## config.mk

```make
export PLATFORM = sky130hd
export DESIGN_NAME = sht40_result_converter
export DESIGN_NICKNAME = d
export VERILOG_FILES = /design/src/rtl/sht40_result_converter.sv
export SDC_FILE = /design/constraint.sdc
export NUM_CORES = 1
export LEC_CHECK = 0
export CORE_MARGIN = 8
export CORE_UTILIZATION = 53
export DETAILED_ROUTE_END_ITERATION = 16
export HOLD_SLACK_MARGIN = 0.06
export PLACE_DENSITY = 0.84
export REMOVE_ABC_BUFFERS = 1
export SYNTH_ARGS = -nofsm -noshare
export SYNTH_HDL_FRONTEND = slang
export SYNTH_SLANG_ARGS = --single-unit
```

## constraint.sdc

```tcl
create_clock -name clk -period 4.75 [get_ports clk]
set_input_delay 0.95 -clock clk [delete_from_list [all_inputs] [get_ports clk]]
set_output_delay 0.95 -clock clk [all_outputs]
set_load 0.02 [all_outputs]
```

## src/rtl/sht40_result_converter.sv

```systemverilog
// SHT40 result converter: captures raw temperature/humidity words on the
// peripheral's ready-flag rising edges, converts them with a serial shift-add
// multiplier and presents one signed centi-degC / centi-%RH pair per
// measurement. CRC failures discard partial pairs and are counted.
//
// state  | meaning
// IDLE   | waiting for both have-flags
// MUL_T  | 16-cycle shift-add of the temperature word by 17500
// MUL_RH | 16-cycle shift-add of the humidity word by 12500
// FINAL  | clamp humidity, drive outputs, pulse result_valid
module sht40_result_converter (
  input  logic        clk,
  input  logic        rst_n,
  input  logic [15:0] temp_raw,
  input  logic [15:0] rh_raw,
  input  logic        temp_ready,
  input  logic        rh_ready,
  input  logic        crc_error,
  output logic [15:0] temp_centi,
  output logic [15:0] rh_centi,
  output logic        result_valid,
  output logic        busy,
  output logic [7:0]  crc_err_count
);

  localparam logic [1:0] IDLE   = 2'd0;
  localparam logic [1:0] MUL_T  = 2'd1;
  localparam logic [1:0] MUL_RH = 2'd2;
  localparam logic [1:0] FINAL  = 2'd3;

  localparam logic [31:0] ROUND_HALF = 32'd32768;
  localparam logic [31:0] T_SCALE    = 32'd17500;
  localparam logic [31:0] RH_SCALE   = 32'd12500;
  localparam logic [15:0] T_OFFSET   = 16'd4500;
  localparam logic [15:0] RH_OFFSET  = 16'd600;
  localparam logic signed [15:0] RH_MAX = 16'sd10000;

  logic        temp_d, rh_d, crc_d;
  logic        temp_rise, rh_rise, crc_rise;
  logic [15:0] temp_hold, rh_hold;
  logic        t_have, rh_have;
  logic [1:0]  state;
  logic [15:0] t_op, rh_op;
  logic [31:0] acc;
  logic [3:0]  cnt;
  logic signed [15:0] t_int, rh_int;
  logic        start;
  logic        op_bit;
  logic [31:0] addend;
  logic [31:0] acc_next;
  logic [15:0] scaled;

  assign temp_rise = temp_ready & ~temp_d;
  assign rh_rise   = rh_ready & ~rh_d;
  assign crc_rise  = crc_error & ~crc_d;
  assign start     = (state == IDLE) & t_have & rh_have;
  assign busy      = (state != IDLE);

  // One shift-add step: the current operand bit selects the scale shifted by cnt
  always_comb begin
    op_bit   = (state == MUL_T) ? t_op[cnt] : rh_op[cnt];
    addend   = (state == MUL_T) ? (T_SCALE << cnt) : (RH_SCALE << cnt);
    acc_next = acc + (op_bit ? addend : 32'd0);
    scaled   = acc_next[31:16];
  end

  // Register the ready/error flags for rising-edge detection
  always_ff @(posedge clk or negedge rst_n) begin
    if (!rst_n) begin
      temp_d <= 1'b0;
      rh_d   <= 1'b0;
      crc_d  <= 1'b0;
    end else begin
      temp_d <= temp_ready;
      rh_d   <= rh_ready;
      crc_d  <= crc_error;
    end
  end

  // Capture raw words; a CRC failure discards the partial pair and wins over captures
  always_ff @(posedge clk or negedge rst_n) begin
    if (!rst_n) begin
      temp_hold     <= 16'd0;
      rh_hold       <= 16'd0;
      t_have        <= 1'b0;
      rh_have       <= 1'b0;
      crc_err_count <= 8'd0;
    end else if (crc_rise) begin
      t_have  <= 1'b0;
      rh_have <= 1'b0;
      if (crc_err_count != 8'hFF) crc_err_count <= crc_err_count + 8'd1;
    end else begin
      if (start) begin
        t_have  <= 1'b0;
        rh_have <= 1'b0;
      end
      if (temp_rise) begin
        temp_hold <= temp_raw;
        t_have    <= 1'b1;
      end
      if (rh_rise) begin
        rh_hold <= rh_raw;
        rh_have <= 1'b1;
      end
    end
  end

  // Conversion sequencer, multiplier datapath and result registers
  always_ff @(posedge clk or negedge rst_n) begin
    if (!rst_n) begin
      state        <= IDLE;
      t_op         <= 16'd0;
      rh_op        <= 16'd0;
      acc          <= 32'd0;
      cnt          <= 4'd0;
      t_int        <= 16'sd0;
      rh_int       <= 16'sd0;
      temp_centi   <= 16'd0;
      rh_centi     <= 16'd0;
      result_valid <= 1'b0;
    end else begin
      result_valid <= 1'b0;
      case (state)
        IDLE: begin
          if (start) begin
            t_op  <= temp_hold;
            rh_op <= rh_hold;
            acc   <= ROUND_HALF;
            cnt   <= 4'd0;
            state <= MUL_T;
          end
        end
        MUL_T: begin
          if (cnt == 4'd15) begin
            t_int <= scaled - T_OFFSET;
            acc   <= ROUND_HALF;
            cnt   <= 4'd0;
            state <= MUL_RH;
          end else begin
            acc <= acc_next;
            cnt <= cnt + 4'd1;
          end
        end
        MUL_RH: begin
          if (cnt == 4'd15) begin
            rh_int <= scaled - RH_OFFSET;
            state  <= FINAL;
          end else begin
            acc <= acc_next;
            cnt <= cnt + 4'd1;
          end
        end
        default: begin
          temp_centi <= t_int;
          if (rh_int < 16'sd0)       rh_centi <= 16'd0;
          else if (rh_int > RH_MAX)  rh_centi <= 16'd10000;
          else                       rh_centi <= rh_int;
          result_valid <= 1'b1;
          state        <= IDLE;
        end
      endcase
    end
  end

endmodule

```

# Yosys cells after proc, flatten, opt, wreduce, memory -nomap -nowiden
# Index checks and enable logic that the tools add are counted.
[op_classes]
n_shift = 2
eq_ne = 8
bitwise_logic = 9
reduce_logical = 14
order_cmp = 3
n_mux = 27
n_addsub = 5
[ops]
columns = ["cell", "count"]
rows = [
  ["32-bit 2-to-1 mux", 5],
  ["32-bit case mux with 3 select lines", 1],
  ["32-bit adder", 1],
  ["16-bit 2-to-1 mux", 2],
  ["14-bit by 4-bit left shift with 32-bit output, first input constant", 1],
  ["15-bit by 4-bit left shift with 32-bit output, first input constant", 1],
  ["16-bit by 15-bit > comparator with 1-bit output, second input constant", 1],
  ["16-bit by 1-bit less-than comparator with 1-bit output, second input constant", 1],
  ["16-bit by 10-bit subtractor with 16-bit output, second input constant", 1],
  ["16-bit by 13-bit subtractor with 16-bit output, second input constant", 1],
  ["4-bit 2-to-1 mux", 3],
  ["4-bit case mux with 3 select lines", 1],
  ["2-bit AND reduction", 6],
  ["1-bit 2-to-1 mux", 9],
  ["3-bit nonzero test", 3],
  ["8-bit by 1-bit adder with 8-bit output, second input constant", 1],
  ["1-bit binary-select mux with 4-bit select", 2],
  ["8-bit != test, second input constant", 1],
  ["2-bit 2-to-1 mux", 3],
  ["2-bit != test, second input constant", 3],
  ["2-bit case mux with 3 select lines", 1],
  ["3-bit AND reduction", 2],
  ["1-bit AND", 5],
  ["4-bit by 5-bit less-than comparator with 1-bit output, second input constant", 1],
  ["9 further kinds", 12],
]
[totals]
input_bits = 37
word_cells = 86
out_inout_bits = 42
ff_bits = 180

# Logic depth before layout (Yosys ltp)
# Gate-level depths: netlist of run 1.
[logic_depth]
ltp_word = 7
mapped_depth = 24
mapped_depth_nobuf = 22

# Worst setup path after synthesis of run 1
# OpenSTA, ideal clock, no wires.
[synth_path]
path_kind = "reg-to-reg"
startpoint = "reg cnt[0]"
endpoint = "reg t_int[14]"
n_path_buf = 2
t_arrival_ns = 5.053
setup_slack_ns = -0.426
required_time_ns = 4.627
stages_incl_launch_ff = 21
synth_period_minus_slack_ns = 5.176
setup_time_ns = 0.123
cell_sequence = "dfrtp_1 > clkbuf_1 > mux4_2 > mux4_2 > nand2b_1 > clkbuf_1 > nor2_1 > and2_1 > ha_1 > fa_1 > nand3_1 > a211oi_2 > o21ai_1 > or3b_1 > xnor2_1 > ha_1 > o22ai_1 > o211a_1 > nor3_2 > mux2i_1 > nand2_1"
[synth_between]
elab_chain_cells = 6
word_cells_on_any_way = 13
classes_between = "2 x add/sub; 1 x eq/ne; 2 x shift; 7 x mux; 1 x reduce/logical"
[synth_rtl]
columns = ["element", "line", "text"]
rows = [
  ["from (decl)", "45", "logic [3:0] cnt;"],
  ["from (signal assigned)", "141", "cnt <= cnt + 4'd1;"],
  ["from (signal assigned)", "150", "cnt <= cnt + 4'd1;"],
  ["1-bit binary-select mux with 4-bit select", "61", "op_bit = (state == MUL_T) ? t_op[cnt] : rh_op[cnt];"],
  ["1-bit 2-to-1 mux (not written as such)", "61", ""],
  ["1-bit 2-to-1 mux", "61", ""],
  ["32-bit 2-to-1 mux", "63", "acc_next = acc + (op_bit ? addend : 32'd0);"],
  ["32-bit adder", "63", ""],
  ["16-bit by 13-bit subtractor with 16-bit output", "135", "t_int <= scaled - T_OFFSET;"],
  ["to (signal assigned)", "135", ""],
  ["to (decl)", "46", "logic signed [15:0] t_int, rh_int;"],
]
# Several ways; a longest one is shown, not always the timed one. The select of a mux whose other input is x is not followed.
# A chain may end at the register's enable or synchronous reset.

# Worst setup path in the final report of run 1
[layout_path]
startpoint = "reg cnt[0]"
endpoint = "reg t_int[15]"
# Same word-level chain as after synthesis.

==> flow_summary_export.csv, run 1 <==
group,metric,value,unit
finish,stdcell_area,12410,µm²
timing,slew_viol_final,0,
clocking,ctsHoldBuffers,0,
synthesis,yosysSeqAreaShare,44.96,%
synthesis,syn-cell-area,9851,µm²
timing,fin_skew,0.009280,ns
synthesis,synth_top_family_by_area,"compound AO/OA/AOI/OAI gates",
placed_design,place_congestion,0.9323,
clocking,insertion_delay,0.43,ns
floorplan,initial_core_util,53.38,%
synthesis,synth_edf_count,0,
placed_design,hpwl,16.57,mm
power_and_ir_drop,ir_worst_vdd,0.0003834,V
timing,fin_crit_sh,100.2,%
setup_path,path_cells,"buf_6 -> mux4_2 -> mux4_2 -> a21oi_2 -> buf_6 -> buf_6 -> nor2_2 -> ha_4 -> a21oi_1 -> o21ai_1 -> or3b_4 -> xnor2_2 -> buf_4 -> a21oi_4 -> o311a_4 -> o31ai_4 -> nand4_1 -> a41o_1",
synthesis,synth_common_cells,"177 x dfrtp_1, 112 x nand2_1, 94 x mux2_2, 85 x o21ai_0, 65 x nor2_1",
timing,rsz0062_at_grt,"true",
power_and_ir_drop,finalPower,5.658,mW
global_routing,grt_start_max_net_pins,71,
synthesis,synth_top_cell_area_share,44.96,%
synthesis,synthSimpleGateAreaFrac,11.76,%
global_routing,use_met1,25.61,%
synthesis,ys.flop_type,"dfrtp_1",
outcome,status,"finished, violations left",
routing,drt-wirelength-per-cell,18.15,µm
clocking,cts-buffers-inserted,17,
placed_design,place_area,11220,µm²
floorplan,die_h,152.3,µm
synthesis,synth_cells,947,
clocking,clk_pin_slew,0.07,ns
power_and_ir_drop,p_per_area,455.9,nW/µm²
min_path,hp-start,"t_int[9]$_DFFE_PN0P_",
floorplan,ios,79,
timing,setup_viol,1,
setup_path,rr_endpoint,"t_int[15]$_DFFE_PN0P_",
global_routing,grt_pass1_wl,38.48,mm
routing,ant_nets,0,
timing,hold_slack,0.4787,ns
run,max-cap-violations,0,
timing,final_hold_viol_count,0,
clocking,tritoncts,"yes",
power_and_ir_drop,p_leak,5.350,nW
synthesis,synth.most_common_cell,"dfrtp_1",
setup_path,endpoint_kind,"flip-flop",
synthesis,synthAdderAreaFrac,5.665,%
floorplan,core_area,18460,µm²
synthesis,synth_cell_types,74,
synthesis,muxShareOfSynthArea,13.64,%
routing,dr.pass1.iters,5,
finish,layout.nets,1153,
timing,tns,-0.008478,ns
synthesis,ys_ff_latch,177,
setup_path,slowest_delay,0.53,ns
synthesis,avgSynthCellArea,10.40,µm²
global_routing,grt_remaining_overflow,0,
synthesis,synth_xor_area_share,5.385,%
placed_design,port_buffers,77,
global_routing,antenna_found_initial,0,
floorplan,dieArea,23200,µm²
setup_path,cp_slowest_cell,"mux4_2",
finish,syn_to_final_growth,25.99,%
min_path,whs_path_depth,2,
synthesis,synth.area.top_cells,"dfrtp_1 45%, mux2_2 11%, ha_1 5.5%",
timing,worstMarginPinSlew,1.139,ns
timing,relSlewSlack,23.73,%
finish,diodes,0,
timing,max_freq,210.2,MHz
min_path,hp-class,"flip-flop to flip-flop",
routing,via_per_inst,5.766,
timing,fin_crit,4.758,ns
timing,fin_ws,-0.008478,ns
finish,drive_above_1_share,28.60,%
setup_path,r2r_slack,-0.008,ns
routing,drt_iter0_markers,505,
synthesis,synth_compound_area_share,15.28,%
routing,vias,7599,
floorplan,die_w,152.3,µm
setup_path,worst_ep_required_time,5.08,ns
setup_path,critical-path-top-cell-by-count,"buf_6",
outcome,violations,"negative setup slack",
setup_path,path_max_fanout,6,
setup_path,r2r_cells,18,
global_routing,grt_pass1_vias,7704,
routing,routed_wl,23.92,mm
setup_path,r2r-start,"cnt[0]$_DFFE_PN0P_",
setup_path,startpoint,"cnt[0]$_DFFE_PN0P_",
synthesis,ys_warn_count,0,
synthesis,async_reset_ff_share,100.0,%
synthesis,synth_largest_area_cell,"dfrtp_1",
min_path,holdPathEnd,"t_int[9]$_DFFE_PN0P_",
routing,drc,0,
global_routing,grtUsageTotal,20.11,%
clocking,htreeDepth,4,
clocking,root_buffer,"clkbuf_16",
clocking,cts.path.max_buffers,2,
global_routing,grtUsageMet2,33.88,%
setup_path,crit_type,"flip-flop to flip-flop",
clocking,clock_sinks,177,
setup_path,critPathLaunchType,"flip-flop",
floorplan,rows,50,
global_routing,met3_usage,4.226,%
setup_path,arrival,5.08,ns
finish,fin_util,67.25,%
global_routing,grt.busiest_layer,"met2",
## flip-flops by register name (all words and copies together), names as in the netlist
signal,cells
temp_centi,16
state,2
acc,30
t_int,16
rh_hold,16
cnt,4
temp_d,1
rh_centi,15
rh_int,16
rh_op,16
crc_d,1
t_have,1
t_op,16
rh_have,1
rh_d,1
temp_hold,16
crc_err_count,8
result_valid,1
## cell type report
class                      count  area (µm²)
timing repair buffer         155        1429
sequential                   177        4431
inverter                      27       105.1
clock inverter                12       147.6
fill                        1323        6045
tap                          234       292.8
clock buffer                  19       442.9
multi-input combinational    694        5563
## per-stage QoR
step | setup slack (ns) | instances
after floorplan | -0.4664 | 898
after global placement | -0.04025 | 1274
after detailed placement | -0.1623 | 1274
after CTS | 0.002924 | 1305
after global routing | -0.2175 | 1318
final | -0.008478 | 1318
## cell families (layout without fill, tap and decap cells)
logic type,after synthesis,in the layout
xor gates and xnor gates,55,55
and+or+nand+nor,258,258
buffers and inverters,76,213
muxes,110,110
DFF,177,177
AOI/OAI and AO/OA,226,226
adders and majority gates,44,44
other,1,1
## worst max-delay path: cells and delay by family, from the launching register on
| kind | cells | cell delay (ns) |
|---|---|---|
| compound gates | 7 | 1.54 |
| xor+xnor | 1 | 0.19 |
| fa+ha+maj | 1 | 0.26 |
| buf+inv | 4 | 0.54 |
| flops | 1 | 0.48 |
| mux | 2 | 1.02 |
| simple gates | 3 | 0.60 |
## layer usage
layer	up-vias	share of wire, %
li1	3614	-
met1	3729	44
met2	217	50
met3	39	4.8
met4	0	2.0
met5	-	0
## worst max-delay path by stage
stage | to | slack [ns] | depth (start not counted)
2_1_floorplan | t_int[15]$_DFFE_PN0P_ | -0.47 | 16
5_1_grt | t_int[10]$_DFFE_PN0P_ | -0.22 | 20
6_report | t_int[15]$_DFFE_PN0P_ | -0.008 | 18
3_5_place_dp | t_int[15]$_DFFE_PN0P_ | -0.16 | 18
3_3_place_gp | t_int[12]$_DFFE_PN0P_ | -0.04 | 19
4_1_cts | t_int[15]$_DFFE_PN0P_ | 0.003 | 18
## power by group
part	switching (mW)	internal [mW]
registers	0.218	1.78
clock network	0.626	0.801
logic	1.18	1.05
total	2.03	3.63
## cell usage in the layout, fill, tap and decap left out, types with 4 or more instances in the layout
cell type	instances
dfrtp_1	176
nand2_1	109
mux2_2	94
o21ai_0	78
clkdlybuf4s50_1	76
buf_4	66
nor2_1	59
a21oi_1	35
xnor2_1	31
ha_1	30
inv_1	23
nor3_1	17
xor2_1	17
clkbuf_16	17
o21ai_1	16
a21o_1	13
mux4_2	10
buf_6	10
nand4_1	9
ha_4	9
a21oi_2	7
nand3_1	7
and2_1	7
o21a_1	7
nor2b_1	6
a22o_1	6
mux2i_1	5
nor2_2	5
o21bai_1	5
or2_2	5
a31o_2	4
a211oi_2	4
a21oi_4	4
nand2b_1	4
ha_2	4
inv_6	4
## timing repair
action	in CTS	in global routing
endpoints found under the setup margin	14	19
setup buffers	0	13
endpoints found under the hold margin	0	0
gates resized for setup	12	86
pin swaps	1	38
(Power assumes the default switching activity.)
==> run 2: changes to the inputs <==
ABC_CLOCK_PERIOD_IN_PS = 4750   (was not set)
==> results of run 2 <==
No change in the layout: final DEF, timing and power equal those of run 1.
==> run 3: changes to the inputs <==
SLEW_MARGIN = 0   (was not set)
==> results of run 3 <==
No change in the layout: final DEF, timing and power equal those of run 1.
